--- config.mk ---
export PLATFORM = sky130hd
export DESIGN_NAME = uart_rx
export DESIGN_NICKNAME = d
export VERILOG_FILES = /design/src/rtl/uart_pkg.sv /design/src/rtl/uart_sync2.sv /design/src/rtl/uart_rx.sv
export SDC_FILE = /design/constraint.sdc
export NUM_CORES = 1
export LEC_CHECK = 0
export ABC_AREA = 0
export CORE_MARGIN = 8
export CORE_UTILIZATION = 62
export CTS_BUF_LIST = sky130_fd_sc_hd__clkbuf_2
export CTS_CLUSTER_SIZE = 12
export DETAILED_ROUTE_END_ITERATION = 10
export GPL_TIMING_DRIVEN = 0
export PLACE_DENSITY = 0.86
export REMOVE_ABC_BUFFERS = 1
export SYNTH_ARGS = -nofsm -noshare
export SYNTH_HDL_FRONTEND = slang
export SYNTH_SLANG_ARGS = --single-unit
--- constraint.sdc ---
create_clock -name clk -period 2.4 [get_ports clk]
set_clock_uncertainty 0.05 [all_clocks]
set_input_delay 0.48 -clock clk [delete_from_list [all_inputs] [get_ports clk]]
set_output_delay 0.48 -clock clk [all_outputs]
set_load 0.02 [all_outputs]
--- src/rtl/uart_pkg.sv ---
// Shared UART package: FSM state encoding, frame width and default bit timing.
// Used by both uart_tx and uart_rx so the two ends of a link agree on format.
package uart_pkg;

    localparam int DATA_BITS        = 8;
    localparam int CLKS_PER_BIT_DEF = 16;

    typedef enum logic [2:0] {
        ST_IDLE,
        ST_START,
        ST_DATA,
        ST_PARITY,
        ST_STOP
    } uart_state_e;

endpackage

--- src/rtl/uart_sync2.sv ---
// Two-flop synchronizer for the asynchronous serial line.
// Both stages reset to 1 so an idle-high line never shows a false falling edge.
module uart_sync2 (
    input  logic clk,
    input  logic reset,
    input  logic d,
    output logic q
);

    logic meta_q;
    logic sync_q;

    // Two back-to-back flops; only sync_q is safe to use downstream.
    always_ff @(posedge clk) begin
        if (!reset) begin
            meta_q <= 1'b1;
            sync_q <= 1'b1;
        end else begin
            meta_q <= d;
            sync_q <= meta_q;
        end
    end

    assign q = sync_q;

endmodule

--- src/rtl/uart_rx.sv ---
// UART receiver, 8N1 by default. Define UART_RX_PARITY_EN for 8E1 framing,
// which adds the PARITY state and the parity_err output.
// Samples every bit at its centre, counted from the synchronized start edge.
module uart_rx
    import uart_pkg::*;
#(
    parameter int CLKS_PER_BIT = CLKS_PER_BIT_DEF
) (
    input  logic                 clk,
    input  logic                 reset,
    input  logic                 data_rx,
    output logic [DATA_BITS-1:0] data,
    output logic                 valid,
    output logic                 frame_err,
    output logic                 busy
`ifdef UART_RX_PARITY_EN
    ,
    output logic                 parity_err
`endif
);

    localparam int CW = $clog2(CLKS_PER_BIT);
    localparam int BW = $clog2(DATA_BITS);
    localparam logic [CW-1:0] CNT_HALF = CW'(CLKS_PER_BIT / 2 - 1);
    localparam logic [CW-1:0] CNT_FULL = CW'(CLKS_PER_BIT - 1);
    localparam logic [BW-1:0] BIT_LAST = BW'(DATA_BITS - 1);

    logic rx_s;

    uart_sync2 u_sync (
        .clk   (clk),
        .reset (reset),
        .d     (data_rx),
        .q     (rx_s)
    );

    uart_state_e          state_q, state_d;
    logic [CW-1:0]        cnt_q, cnt_d;
    logic [BW-1:0]        bit_q, bit_d;
    logic [DATA_BITS-1:0] shift_q, shift_d;
    logic [DATA_BITS-1:0] data_q, data_d;
    logic                 valid_q, valid_d;
    logic                 ferr_q, ferr_d;
    logic                 rx_d_q;
`ifdef UART_RX_PARITY_EN
    logic                 par_q, par_d;
    logic                 perr_q, perr_d;
`endif

    // Next-state logic: bit-period counter runs freely and is cleared at each sample point.
    always_comb begin
        state_d = state_q;
        cnt_d   = cnt_q + 1'b1;
        bit_d   = bit_q;
        shift_d = shift_q;
        data_d  = data_q;
        valid_d = 1'b0;
        ferr_d  = 1'b0;
`ifdef UART_RX_PARITY_EN
        par_d   = par_q;
        perr_d  = 1'b0;
`endif
        case (state_q)
            ST_IDLE: begin
                cnt_d = '0;
                // Falling edge only, so a line stuck low cannot retrigger.
                if (rx_d_q && !rx_s) begin
                    state_d = ST_START;
                    bit_d   = '0;
                end
            end
            ST_START: begin
                if (cnt_q == CNT_HALF) begin
                    cnt_d   = '0;
                    state_d = rx_s ? ST_IDLE : ST_DATA;
                end
            end
            ST_DATA: begin
                if (cnt_q == CNT_FULL) begin
                    cnt_d   = '0;
                    shift_d = {rx_s, shift_q[DATA_BITS-1:1]};
                    bit_d   = bit_q + 1'b1;
                    if (bit_q == BIT_LAST) begin
`ifdef UART_RX_PARITY_EN
                        state_d = ST_PARITY;
`else
                        state_d = ST_STOP;
`endif
                    end
                end
            end
`ifdef UART_RX_PARITY_EN
            ST_PARITY: begin
                if (cnt_q == CNT_FULL) begin
                    cnt_d   = '0;
                    par_d   = rx_s;
                    state_d = ST_STOP;
                end
            end
`endif
            ST_STOP: begin
                // Leave at mid stop bit so a back-to-back start edge is not missed.
                if (cnt_q == CNT_FULL) begin
                    cnt_d   = '0;
                    state_d = ST_IDLE;
                    if (!rx_s) begin
                        ferr_d = 1'b1;
`ifdef UART_RX_PARITY_EN
                    end else if (par_q != ^shift_q) begin
                        perr_d = 1'b1;
`endif
                    end else begin
                        data_d  = shift_q;
                        valid_d = 1'b1;
                    end
                end
            end
            default: state_d = ST_IDLE;
        endcase
    end

    // State and output registers; reset discards any partial byte.
    always_ff @(posedge clk) begin
        if (!reset) begin
            state_q <= ST_IDLE;
            cnt_q   <= '0;
            bit_q   <= '0;
            shift_q <= '0;
            data_q  <= '0;
            valid_q <= 1'b0;
            ferr_q  <= 1'b0;
            rx_d_q  <= 1'b1;
`ifdef UART_RX_PARITY_EN
            par_q   <= 1'b0;
            perr_q  <= 1'b0;
`endif
        end else begin
            state_q <= state_d;
            cnt_q   <= cnt_d;
            bit_q   <= bit_d;
            shift_q <= shift_d;
            data_q  <= data_d;
            valid_q <= valid_d;
            ferr_q  <= ferr_d;
            rx_d_q  <= rx_s;
`ifdef UART_RX_PARITY_EN
            par_q   <= par_d;
            perr_q  <= perr_d;
`endif
        end
    end

    assign data      = data_q;
    assign valid     = valid_q;
    assign frame_err = ferr_q;
    assign busy      = (state_q != ST_IDLE);
`ifdef UART_RX_PARITY_EN
    assign parity_err = perr_q;
`endif

endmodule
==> results of run 1 <==
-- power by group --
group	switching, mW	leakage [nW]	internal, mW
logic	0.0161	0.238	0.0103
registers	0.00495	0.251	0.518
clock network	0.161	0.0262	0.0617
total	0.182	0.515	0.591
-- worst paths after layout --
kind | slack, ns | from | depth (start not counted) | endpoint
max | 0.1 | state_q[2] | 2 | busy
min | 0.39 | u_sync.meta_q | 1 | u_sync.q
max reg2reg | 0.31 | cnt_q[0] | 4 | data[2]
min reg2reg | 0.39 | u_sync.meta_q | 1 | u_sync.q
-- cell families (layout without fill, tap and decap cells) --
logic type | count (synthesis) | in the layout
simple gates | 58 | 58
flops | 31 | 31
compound gates | 26 | 26
buf+inv | 14 | 22
mux | 11 | 11
fa+ha+maj | 3 | 3
xor+xnor | 3 | 3
-- what timing repair did --
action | CTS | global route
endpoints found under the hold margin | 0 | 0
setup endpoints to repair | 0 | 1
gates resized for setup | 0 | 1
buffers inserted | 0 | 0
-- routing by layer --
metal / up-vias / part of all wire, % / global-route usage [%] / wire (µm)
li1: 526 / - / - / -
met1: 507 / 39 / 14.4 / 1000
met2: 42 / 52 / 23.3 / 1350
met3: 8 / 7.6 / 4.48 / 195
met4: 0 / 1.4 / 6.55 / 36
met5: - / 0 / 0 / 0
-- sequential cells by signal (all words and copies together), names as in the netlist, 3 cells and up --
signal,flops
shift_q,8
bit_q,3
data,8
state_q,3
cnt_q,4
-- synth_stat cells --
cell type  instances  area (µm²)
and2_1             1        6.26
nor2_1             4        15.0
o21ai_0            9        45.0
buf_4              2        15.0
a211oi_2           1        12.5
nand3_1           13        65.1
or3b_1             1        8.76
a22oi_1            1        7.51
a311oi_1           1        8.76
buf_2              3        15.0
or3_1              1        6.26
or4_1              1        7.51
nand2b_1           5        31.3
o311ai_2           1        16.3
mux2i_1           10         100
o2111ai_1          1        8.76
and4_1             2        17.5
mux2_2             1        11.3
nor3_1             3        15.0
buf_6              3        33.8
ha_1               3        37.5
a21oi_1           10        50.1
nor3b_1            2        15.0
clkbuf_1           4        15.0
inv_1              2        7.51
nand4b_1           1        8.76
nand2_1           21        78.8
nor3b_2            1        12.5
dfxtp_1           31         621
a311o_1            1        10.0
xor2_1             3        26.3
and3_1             2        12.5
o22ai_1            1        6.26
-- worst max-delay path, delay by kind of cell (launching register included) --
family,cells,cell delay (ns)
buffers and inverters,1,0.56
DFF,1,0.43
and+or+nand+nor,1,0.45
-- area by class of cell --
cell class	count	area (µm²)	area share (%)
inverters	2	7.51	0.511
flip-flops and latches	31	622	42.3
repair buffers	13	130	8.86
clock buffers	5	25.0	1.70
clock inverters	2	8.76	0.596
well taps	28	35.0	2.39
multi-input cells	101	641	43.6
==> results.md, run 1 <==
* Setup ws final at 0.0977 ns
* Worst hold slack at 0.389 ns
* IO Port Bufs at 13
* Area added between synthesis and finish at 9.01%
* Total clock buffers created by CTS at 5
* Ant diodes at 0
* Gpl congestion at 0.849
* Post-layout util at 69.1%
* Detail Route Antenna Nets at 0
* DP Area at 1430 µm²
* Dpl cells at 175
* HP Class: reg2reg
* Maximum fanout along the worst path at 10
* Worst setup SP type: register
* Vias per inst at 5.95
* Die Width at 62.6 µm
* Routed wire length at 2580 µm
* Final Cell Area at around 1500 µm²
* DR vias at 1083
* Initial drt markers at 50
* Final hold viol count at 0
* Leakage at 0.515 nW
* Vias in the first global route at roughly 1000
* Rows at 17
* Synth Cell Area at roughly 1300 µm²
* RSZ-0062 raised after global routing: false
* Sum Neg Setup Slack at 0 ns
* Core ar. at 2130 µm²
* Die Area at 3920 µm²
* CTS tree: yes
* Clock sink count at 31
* Clock transition at path regs at 0.16 ns
* Final Cycle Share at around 96%
* Synth Area in Compound Gates at 12.3%
* Largest family of logic cells by synthesized area: simple AND/OR/NAND/NOR gates
* Dpl ws at -0.00216 ns
* DRC viols at 0
* Status: completed
* TritonRoute pass-1 iters at 4
* Worst setup EP type: output pin
* Maximum vdd drop at roughly 0.45 mV
* Ys Warns at 0
* Largest net degree at the start of global routing at 29
* Number of max-cap violations at 0
* Total power at just under 0.8 mW
* DP HPWL at 1840 µm
* CP cell instances: or3_1 > clkdlybuf4s50_1
* Number of H-tree levels at 2
* Post-route insts no fill at 182
* CP Class: reg2out
* Deepest clock path buffer count at 2
* F_max at around 430 MHz
* Minimum clock period at around 2.3 ns
* Nets at 160
* Pwr dens at approximately 530 nW/µm²
* Worst Path Required at 1.87 ns
* Starting density of the core at a little under two thirds
* XOR/XNOR share of the synthesized area at 1.95%
* Final setup viols at 0
* Proportion of layout cells with a drive suffix above 1 at 7.14%
* Multiplexer area fraction after synthesis at under 10%
* Slowest cell on the critical path: clkdlybuf4s50_1
* Avg Inst Size Synth at 9.23 µm²
* Post-synthesis simple-gate area fraction at 22.3%
* Sequential element share of the synthesized area at 46.1%
* Cts hold-fix bufs at 0
* Height of the die at 62.6 µm
* I/O pins at 14
* Commonest non-fill, non-tap cell in the layout: dfxtp_1
* Most frequent cells in the layout: 30 x dfxtp_1, 21 x nand2_1, 13 x nand3_1, 13 x clkdlybuf4s50_1
* First-pass GRT wire length at 4380 µm
* Clk_lat worst skew at 0.34 ns
* Worst relative slew slack at 38.1%
* Data arrival, critical path at 1.77 ns
* Slowest stage delay, CP at 0.56 ns
* Slew @ Worst Pin at 0.926 ns
* Netlist cell types at 33
* Clock root cell: clkbuf_2
* Synth Register Bits at 31
* Adder-Cell Fraction of Synth Area at 2.79%
* Initial antenna violation count at 0
* Total grt overflow at 0
* Drt wl/cell at between 10 and 15 µm
* FILL cells at ~170
* Final max-slew violation count at 0
* All-layer global routing usage at 13.5%
* Mapped Cells at 146
(Power assumes the default switching activity.)
==> run 2, diff against run 1 <==
--- a/config.mk
+++ b/config.mk
@@ -16,4 +16,5 @@
 export REMOVE_ABC_BUFFERS = 1
 export SYNTH_ARGS = -nofsm -noshare
 export SYNTH_HDL_FRONTEND = slang
+export SYNTH_HIERARCHICAL = 1
 export SYNTH_SLANG_ARGS = --single-unit
==> run 2 against run 1 <==
  * Clock power up 56%
  * Synthesized cell count is the same
  * Design area increased by 2.2%
  * Register-to-register slack lost 0.04 ns
  * First-iteration DRC count is 32% lower
  * Setup slack better by 0.17 ns
  * Power rose by 16%
  * Global-route usage up 0.40 points
  * Final cell count rose by 0.55%
==> results.md, run 2 <==
* Status: completed
* Most frequent cells in the layout: 30 x dfxtp_1, 21 x nand2_1, 13 x nand3_1, 12 x clkdlybuf4s50_1
* Largest net degree at the start of global routing at 29
* Most frequent cells after synthesis: 31 x dfxtp_1, 21 x nand2_1, 13 x nand3_1, 10 x a21oi_1, 10 x mux2i_1
* Final setup viols at 0
* TritonRoute pass-1 iters at 4
* Total clock buffers created by CTS at 5
* Die Width at 62.6 µm
* Number of max-cap violations at 0
* Worst hold path cell count at 1
* Rows at 17
* Maximum vdd drop at 0.384 mV
* Post-layout util at a little over two thirds
* Worst setup EP type: register
* Multi-input gate area at around 640 µm²
* Initial drt markers at 34
* Minimum clock period at between 2 and 2.5 ns
* Total power at 0.897 mW
* Worst setup SP type: register
* Top-count cell post-synth: dfxtp_1
* CP Class: reg2reg
* Vias in the first global route at 1055
* Proportion of layout cells with a drive suffix above 1 at 7.74%
* Async set-or-reset flop fraction in the synthesized netlist at 0%
* Reg2reg start: cnt_q[0]
* Detail Route Antenna Nets at 0
* F_max at 469 MHz
* Netlist cell types at 33
* DR vias at 1084
* Deepest clock path buffer count at 2
* Synth top area share at approximately 46%
* Register-to-Register Path Depth at 4
* Mapped Cells at 146
* Initial antenna violation count at 0
* Worst setup startpoint: cnt_q[0]
* Vias per inst at 5.92
* Number of H-tree levels at 2
* Clock sink count at 31
* Slowest stage delay, CP at 0.59 ns
* Nets at 160
* Sequential element share of the synthesized area at 46.0%
* Core ar. at ~2100 µm²
* Worst relative slew slack at 38.0%
* Synth Register Bits at 31
* Gpl congestion at 0.848
* Height of the die at 62.6 µm
* WL met3 at roughly 190 µm
* Top post-synthesis cells by area: dfxtp_1 46%, mux2i_1 7.4%, nand2_1 5.8%
* Worst Path Required at 2.65 ns
* All-layer global routing usage at 13.9%
* Clock transition at path regs at ~0.15 ns
* Routed wire length at 2530 µm
* IO Port Bufs at 13
* Data arrival, critical path at 2.38 ns
* CP cell instances: ha_1 > and3_1 > and4_1 > mux2i_1
* Hold Path Origin: u_sync/meta_q
* FILL cells at 164
* Crit path buf inv count at 0
* Final Cycle Share at 88.8%
* Leakage at 0.546 nW
* Post-synth EDFFs at 0
* Clock root cell: clkbuf_2
* CP Depth at 4
* Avg Inst Size Synth at ~9.2 µm²
* Register area at 622 µm²
* Final hold viol count at 0
* Met2 WL at 1250 µm
* Maximum fanout along the worst path at 13
* Ys Warns at 6
* I/O pins at 14
* Drt wl/cell at 13.8 µm
* CTS tree: yes
* Commonest non-fill, non-tap cell in the layout: dfxtp_1
* Synth Cell Area at 1350 µm²
* Ant diodes at 0
* DRC viols at 0
* HP Class: reg2reg
* # Post-CTS Setup Buffers at 0
* Total grt overflow at 0
* Area leader, netlist: dfxtp_1
* Final max-slew violation count at 0
* Die Area at 3920 µm²
* Clk_lat worst skew at 0.38 ns
* Slowest cell on the critical path: and4_1
* RSZ-0062 raised after global routing: false
* DP HPWL at 1700 µm
* Slew @ Worst Pin at slightly above 0.9 ns
* Met1 WL at 1030 µm
* Area added between synthesis and finish at 11.3%
* First-pass GRT wire length at 4340 µm
* CP delay by family, top: simple AND/OR/NAND/NOR gates
* Top Metal Used: met4
* Predominant post-synthesis flop cell: dfxtp_1
* Pwr dens at 598 nW/µm²
* Starting density of the core at 63.4%
[run 2: changes by cell type after synthesis]
cell	before	now
buf_2	3	1
buf_4	2	3
clkbuf_1	4	5
[run 2: path summary, 6_finish.rpt]
kind               to  slack [ns]
min reg2reg  u_sync/q        0.39
max           data[7]        0.27
max reg2reg   data[7]        0.27
min          u_sync/q        0.39
[run 2: worst reg2reg max path, cell delays in order (launching register included)]
cell     delay (ns)
dfxtp_1        0.40
ha_1           0.29
and3_1         0.49
and4_1         0.59
mux2i_1        0.25
[run 2: routing by layer]
layer  vias up  track usage (%)
met3         9             7.17
met2        36             23.3
met1       510             13.0
met4         0             9.12
met5         -                0
li1        529                -
[run 2: kinds of logic (layout without fill, tap and decap cells)]
group           Yosys count  count (layout)  share of synthesized area, %
buf+inv                  14              23                          6.49
xor+xnor                  3               3                          1.95
fa+ha+maj                 3               3                          2.78
simple gates             58              58                          22.3
mux                      11              11                          8.26
flops                    31              31                          46.0
compound gates           26              26                          12.2
[run 2: power breakdown]
part | switching (mW) | internal [mW] | leakage [nW]
registers | 0.00534 | 0.519 | 0.251
clock network | 0.176 | 0.171 | 0.0404
logic | 0.0159 | 0.0101 | 0.255
[run 2: what timing repair did]
item                       in CTS  in global routing
hold buffers                    0                  0
setup endpoints to repair       1                  1
pin swaps                       0                  0
gates resized for setup         1                  1
[run 2: area by class of cell]
| type | instances | share of cell area, % |
|---|---|---|
| clock buffer | 5 | 1.67 |
| clock inverter | 3 | 2.58 |
| sequential | 31 | 41.4 |
| timing repair buffer | 13 | 8.83 |
| inverter | 2 | 0.500 |
| multi-input combinational | 101 | 42.7 |
| tap | 28 | 2.33 |
[run 2: metrics by stage]
step | setup WS [ns] | area, µm² | TNS [ns] | instances | hold slack (ns)
floorplan | 0.654 | 1270 | 0 | 134 | 0.336
global placement | 0.0359 | 1430 | 0 | 175 | 0.343
detailed placement | -0.0177 | 1430 | -0.0177 | 175 | 0.357
CTS | 0.0314 | 1500 | 0 | 183 | 0.395
global route | 0.135 | 1500 | 0 | 183 | 0.415
finish | 0.270 | 1500 | 0 | 183 | 0.395
